**src/rtl/fetch_unit_pkg.sv**
```systemverilog
// Shared types and constants for the instruction-fetch stage.
package fetch_unit_pkg;

  localparam int unsigned XLEN = 64;
  localparam int unsigned ILEN = 32;

  localparam logic [XLEN-1:0] PC_RESET_DEFAULT = 64'h8000_0000;

  typedef struct packed {
    logic            valid;
    logic [XLEN-1:0] addr;
  } ibus_req_t;

  typedef struct packed {
    logic            addr_ok;
    logic            data_ok;
    logic [ILEN-1:0] data;
  } ibus_resp_t;

  typedef enum logic [1:0] {
    PLUS4 = 2'd0,
    BEQ_N = 2'd1,
    BEQ_P = 2'd2,
    JAL_P = 2'd3
  } instfunc_t;

  typedef enum logic [1:0] {
    S_IDLE   = 2'd0,
    S_FETCH  = 2'd1,
    S_HOLD   = 2'd2,
    S_SQUASH = 2'd3
  } fetch_state_t;

  typedef struct packed {
    logic [ILEN-1:0] raw_instr;
    logic [XLEN-1:0] pc;
    logic            is_bubble;
  } fetch_data_t;

  typedef struct packed {
    logic [ILEN-1:0] instr;
    logic [XLEN-1:0] pc;
  } skid_entry_t;

  localparam fetch_data_t FETCH_BUBBLE = '{raw_instr: '0, pc: '0, is_bubble: 1'b1};

  function automatic logic is_taken(input instfunc_t op);
    return (op == BEQ_P) || (op == JAL_P);
  endfunction

  // Control-flow targets are halfword aligned; bit 0 is always cleared.
  function automatic logic [XLEN-1:0] branch_target(input logic [XLEN-1:0] base,
                                                    input logic [XLEN-1:0] off);
    return (base + off) & ~XLEN'(1);
  endfunction

endpackage

```
**src/rtl/fetch_skid_buf.sv**
```systemverilog
// One-entry holding register for an instruction returned while decode is stalled.
module fetch_skid_buf
  import fetch_unit_pkg::*;
(
  input  logic        clk,
  input  logic        reset,
  input  logic        load_i,
  input  logic        drop_i,
  input  logic        read_i,
  input  skid_entry_t entry_i,
  output logic        full_o,
  output skid_entry_t entry_o
);

  logic        full_q, full_d;
  skid_entry_t entry_q, entry_d;

  // Load wins over a same-cycle drop/read so a fresh entry is never lost.
  always_comb begin
    full_d  = full_q;
    entry_d = entry_q;
    if (drop_i || read_i) begin
      full_d = 1'b0;
    end
    if (load_i) begin
      full_d  = 1'b1;
      entry_d = entry_i;
    end
  end

  always_ff @(posedge clk or posedge reset) begin
    if (reset) begin
      full_q  <= 1'b0;
      entry_q <= '0;
    end else begin
      full_q  <= full_d;
      entry_q <= entry_d;
    end
  end

  assign full_o  = full_q;
  assign entry_o = entry_q;

endmodule

```
**src/rtl/fetch_unit.sv**
```systemverilog
// IF stage: owns the PC, issues ibus reads, squashes wrong-path fetches and
// registers the fetched instruction into decode.
module fetch_unit
  import fetch_unit_pkg::*;
#(
  parameter logic [XLEN-1:0] PC_RESET = PC_RESET_DEFAULT
) (
  input  logic            clk,
  input  logic            reset,
  output ibus_req_t       ireq,
  input  ibus_resp_t      iresp,
  input  logic            stall,
  input  logic            br_valid,
  input  instfunc_t       op,
  input  logic [XLEN-1:0] offset,
  input  logic [XLEN-1:0] br_pc,
  output fetch_data_t     dataF
);

  fetch_state_t    state_q, state_d;
  logic [XLEN-1:0] pc_q, pc_d;
  logic [XLEN-1:0] tgt_q, tgt_d;
  fetch_data_t     dataf_q, dataf_d;

  logic            redirect_c;
  logic [XLEN-1:0] target_c;
  logic [XLEN-1:0] pc_plus4_c;

  logic            skid_load, skid_drop, skid_read, skid_full;
  skid_entry_t     skid_out;
  logic            unused_addr_ok;

  assign redirect_c     = br_valid && !stall && is_taken(op);
  assign target_c       = branch_target(br_pc, offset);
  assign pc_plus4_c     = pc_q + XLEN'(4);
  assign unused_addr_ok = iresp.addr_ok;

  fetch_skid_buf u_skid (
    .clk     (clk),
    .reset   (reset),
    .load_i  (skid_load),
    .drop_i  (skid_drop),
    .read_i  (skid_read),
    .entry_i ('{instr: iresp.data, pc: pc_q}),
    .full_o  (skid_full),
    .entry_o (skid_out)
  );

  always_ff @(posedge clk or posedge reset) begin
    if (reset) begin
      state_q <= S_IDLE;
    end else begin
      state_q <= state_d;
    end
  end

  always_comb begin
    state_d = state_q;
    unique case (state_q)
      S_IDLE:   state_d = S_FETCH;
      S_FETCH: begin
        if (iresp.data_ok) begin
          if (!redirect_c && stall) state_d = S_HOLD;
        end else if (redirect_c) begin
          state_d = S_SQUASH;
        end
      end
      S_HOLD:   if (!stall) state_d = S_FETCH;
      S_SQUASH: if (iresp.data_ok) state_d = S_FETCH;
      default:  state_d = S_IDLE;
    endcase
  end

  // Datapath next values and bus request, all decoded from the current state.
  always_comb begin
    pc_d      = pc_q;
    tgt_d     = tgt_q;
    dataf_d   = dataf_q;
    skid_load = 1'b0;
    skid_drop = 1'b0;
    skid_read = 1'b0;
    ireq      = '{valid: (state_q == S_FETCH) || (state_q == S_SQUASH), addr: pc_q};
    unique case (state_q)
      S_IDLE: dataf_d = FETCH_BUBBLE;
      S_FETCH: begin
        if (iresp.data_ok) begin
          if (redirect_c) begin
            pc_d    = target_c;
            dataf_d = FETCH_BUBBLE;
          end else if (!stall) begin
            pc_d    = pc_plus4_c;
            dataf_d = '{raw_instr: iresp.data, pc: pc_q, is_bubble: 1'b0};
          end else begin
            pc_d      = pc_plus4_c;
            skid_load = 1'b1;
          end
        end else if (redirect_c) begin
          tgt_d   = target_c;
          dataf_d = FETCH_BUBBLE;
        end else if (!stall) begin
          dataf_d = FETCH_BUBBLE;
        end
      end
      S_HOLD: begin
        if (!stall) begin
          if (redirect_c) begin
            skid_drop = 1'b1;
            pc_d      = target_c;
            dataf_d   = FETCH_BUBBLE;
          end else begin
            skid_read = 1'b1;
            dataf_d   = '{raw_instr: skid_out.instr, pc: skid_out.pc, is_bubble: !skid_full};
          end
        end
      end
      S_SQUASH: begin
        if (!stall) dataf_d = FETCH_BUBBLE;
        if (redirect_c) tgt_d = target_c;
        if (iresp.data_ok) pc_d = redirect_c ? target_c : tgt_q;
      end
      default: dataf_d = FETCH_BUBBLE;
    endcase
  end

  always_ff @(posedge clk or posedge reset) begin
    if (reset) begin
      pc_q    <= PC_RESET;
      tgt_q   <= '0;
      dataf_q <= FETCH_BUBBLE;
    end else begin
      pc_q    <= pc_d;
      tgt_q   <= tgt_d;
      dataf_q <= dataf_d;
    end
  end

  assign dataF = dataf_q;

endmodule

```
**config.mk**
```make
export PLATFORM = sky130hd
export DESIGN_NAME = fetch_unit
export DESIGN_NICKNAME = d
export VERILOG_FILES = /design/src/rtl/fetch_unit_pkg.sv /design/src/rtl/fetch_skid_buf.sv /design/src/rtl/fetch_unit.sv
export SDC_FILE = /design/constraint.sdc
export NUM_CORES = 1
export LEC_CHECK = 0
export ABC_AREA = 1
export BUFFER_PORTS_ARGS = -buffer_cell sky130_fd_sc_hd__buf_2
export CAP_MARGIN = 40
export CORE_ASPECT_RATIO = 0.75
export CORE_UTILIZATION = 60
export CTS_BUF_LIST = sky130_fd_sc_hd__clkbuf_4
export DETAILED_ROUTE_END_ITERATION = 16
export HOLD_SLACK_MARGIN = 0.15
export PLACE_DENSITY_LB_ADDON = 0.12
export SYNTH_ARGS = -nofsm -noshare
export SYNTH_HDL_FRONTEND = slang
export SYNTH_SLANG_ARGS = --single-unit
```
**constraint.sdc**
```tcl
create_clock -name clk -period 13.3 [get_ports clk]
set_clock_uncertainty 0.15 [all_clocks]
set_input_delay 2.66 -clock clk [delete_from_list [all_inputs] [get_ports clk]]
set_output_delay 2.66 -clock clk [all_outputs]
set_load 0.01 [all_outputs]
```
==> impl_metrics.toml <==
[synth]
synth_nets = 3449
synthCells = 3217
synthDistinctLibCells = 58
synth_edf_count = 0
yosys.area_share.simple = 0.316
synth_mux_area_frac = 0
synth-xor-area-share = 0.0197
yosysWarnings = 0
post_synth.cell_area_avg_um2 = 6.79
synth_seq_area_share = 0.372
async_flop_share = 1.00
synthAdderAreaFrac = 0.0370
synth-seq-cells = 324
syn-cell-area_um2 = 21800
synth_compound_area_frac = 0.152
synth_top_family_by_area = "simple AND/OR/NAND/NOR gates"
ys.flop_type = "dfrtp_1"

[job]
cap_violations = 0

[detailed_routing]
wirelength_um = 78900
avgViaCountPerCell = 5.91
dr.pass1.iters = 9
vias = 23928
postRouteAntennaNets = 0
drtIter0Drc = 3044
wire_per_inst_um = 19.5
post-route-drc-count = 0

[timing]
worstMarginPinSlew_ns = 1.01
hold_viol_final = 0
fin_tns_setup_ns = 0
min_period_ns = 5.75
fmax_mhz = 174
final-max-slew-violation-count = 0
rsz0062_at_grt = "no"
period_share = 0.432
relSlewSlack = 0.327
final-setup-viol-count = 0

[cts]
cts_made_buffers = 80
clock_latency_ns = 0.78
cts-root-buf = "clkbuf_4"
post_cts_buffers = 0
clkTransAtPathRegs_ns = 0.07
cts_buffer_depth = 3
cts_hold_buf = 0
cts.sinks = 324
cts_resized = 0
cts_tree = "built"
htreeDepth = 3

[min_path]
holdPathStages = 2
min_from = "tgt_q[63]"
min_path_type = "flop to flop"
min_delay_worst_endpoint = "tgt_q[63]"

[cells_and_area]
drive_above_1_share = 0.157
area_delta_synth_final_pct = 13.6
layout.nets = 3757
utilization = 0.693
stdcell_count = 4051
nFillCells = 3056

[worst_setup_path]
cp.arrival_ns = 6.31
crit_top_cell = "buf_4"
critPathMaxFanout = 75
path_depth = 14
path_buf_inv = 7
slowest_stage = "buf_4"
critPathMaxStageDelay_ns = 0.75
r2r-start = "state_q[1]"
worstPathRequired_ns = 13.87
endpoint_kind = "flop"
start_kind = "primary input"
reg2reg_setup_slack_ns = 9.44
r2r-end = "u_skid.entry_o[69]"
cp_cell_sequence = "buf_4 -> inv_2 -> nand3_2 -> buf_4 -> o21ai_1 -> nand2_2 -> buf_4 -> inv_2 -> buf_4 -> a21oi_1 -> o21ai_0 -> o211ai_1 -> o21ai_0 -> inv_1"
path_delay_family = "buffers and inverters"
worstSetupPathType = "primary input to flop"
r2r_cells = 9

[power_and_ir_drop]
leakage_nw = 13.2
peakVddDrop_mv = 0.139
cellPowerDensity_nw_per_um2 = 196

[placed_design]
gp_congestion = 1.01
hpwl_um = 58300
dp_cells = 3908
portBuffers = 327

[floorplanning]
die-area_um2 = 37200
core_region_area_um2 = 35800
initial_core_util = 0.610
fp.dieH_um = 167
rows = 60
die_x_um = 222
top_level_ports = 330

[global_route]
grt_overflow = 0
grt_use_total = 0.422
grt_pass1_wl_um = 123000
first_global_vias = 22564
grt_start_max_net_pins = 185
antenna_found_initial = 1

[status]
status = "completed"
worst register-to-register path, stage by stage, from the launching register on:
cell and delay, ns:
dfrtp_1 0.53, nor2_1 0.24, inv_2 0.06, nor2_2 0.42, buf_6 0.24, inv_2 0.18
nor2_4 0.15, buf_4 0.54, buf_4 0.89, o21ai_0 0.28
layout by cell type, fill, tap and decap left out, types with 9 or more instances in the layout:
master    instances
nand2_1         956
inv_1           445
buf_2           326
dfrtp_1         322
nor2_1          269
nand3_1         229
o21ai_0         214
a21oi_1         158
clkbuf_4        122
ha_1             63
nor3_1           58
o22ai_1          36
a32o_1           35
a31oi_1          28
nand4_1          27
xor2_1           27
o21ai_1          26
xnor2_1          22
inv_2            20
buf_4            20
nor2_2           17
o21bai_1         17
a32oi_1          17
clkinv_1         16
nand3b_1         13
or2_2            12
nor2_4           10
a22oi_1          10
nand2_2           9
where the power goes:
group          internal, W  switching [W]  total [W]
clock             0.000437       0.000429   0.000865
sequential         0.00143       0.000418    0.00185
combinational     0.000709        0.00142    0.00213
total              0.00258        0.00227    0.00485
per-layer routing:
metal  wire length [um]  GRT usage  share of wire
met3               9270      0.105           0.12
met4               2920      0.170          0.037
met2              34100      0.628           0.43
met1              32600      0.589           0.41
met5                  0          0              0
worst max-delay path by stage:
| stage | start | slack (ns) | end |
|---|---|---|---|
| after global routing | stall | 7.33 | pc_q[22] |
| after floorplan | reset | 1.52 | dataF[10] |
| after detailed placement | stall | 6.97 | pc_q[22] |
| after CTS | stall | 7.76 | pc_q[22] |
| after global placement | stall | 7.06 | pc_q[22] |
| final | stall | 7.55 | pc_q[22] |
state kept, by name, indices dropped and copies added (netlist names):
signal          count
dataF              97
pc_q               64
state_q             2
tgt_q              64
u_skid.entry_o     96
u_skid.full_o       1
cell families after synthesis:
family          count (synthesis)
xor+xnor                       49
flops                         324
buf+inv                       590
simple gates                 1622
compound gates                568
fa+ha+maj                      64
Yosys cell counts (7+ instances only):
library cell  instances  area share
a21oi_1             158       0.036
a22oi_1              10      0.0034
a31oi_1              28      0.0080
a32o_1               35       0.016
a32oi_1              17      0.0068
buf_1                 8      0.0014
buf_2                42      0.0096
clkbuf_1             73       0.013
dfrtp_1             322        0.37
ha_1                 63       0.036
inv_1               446       0.077
inv_2                16      0.0028
nand2_1             958        0.16
nand2_2               7      0.0020
nand3_1             229       0.052
nand3b_1             13      0.0045
nand4_1              27      0.0077
nor2_1              273       0.047
nor2_2               14      0.0040
nor2_4                9      0.0046
nor3_1               58       0.013
o21ai_0             214       0.049
o21ai_1              26      0.0060
o21bai_1             17      0.0058
o22ai_1              36       0.010
or2_2                12      0.0034
xnor2_1              22      0.0088
xor2_1               27       0.011
stage by stage:
stage	instance area [um2]	hold slack (ns)	setup WS (ns)	total power, W
CTS	24800	0.329	7.76	0.00478
global route	24800	0.348	7.33	0.00514
floorplan	21800	0.292	1.52	0.00308
detailed placement	23800	0.314	6.97	0.00391
finish	24800	0.334	7.55	0.00485
global placement	23700	0.303	7.06	0.00382
cell type report:
cell class / instances / area (um2) / area share
multi-input combinational: 2303 / 11500 / 0.462
tap: 465 / 582 / 0.0235
antenna: 1 / 2.50 / 0.000101
sequential: 324 / 8110 / 0.327
clock buffer: 122 / 916 / 0.0369
clock inverter: 20 / 103 / 0.00414
inverter: 465 / 1750 / 0.0707
timing repair buffer: 351 / 1870 / 0.0753
No activity file was read; power rests on OpenSTA's default activity.
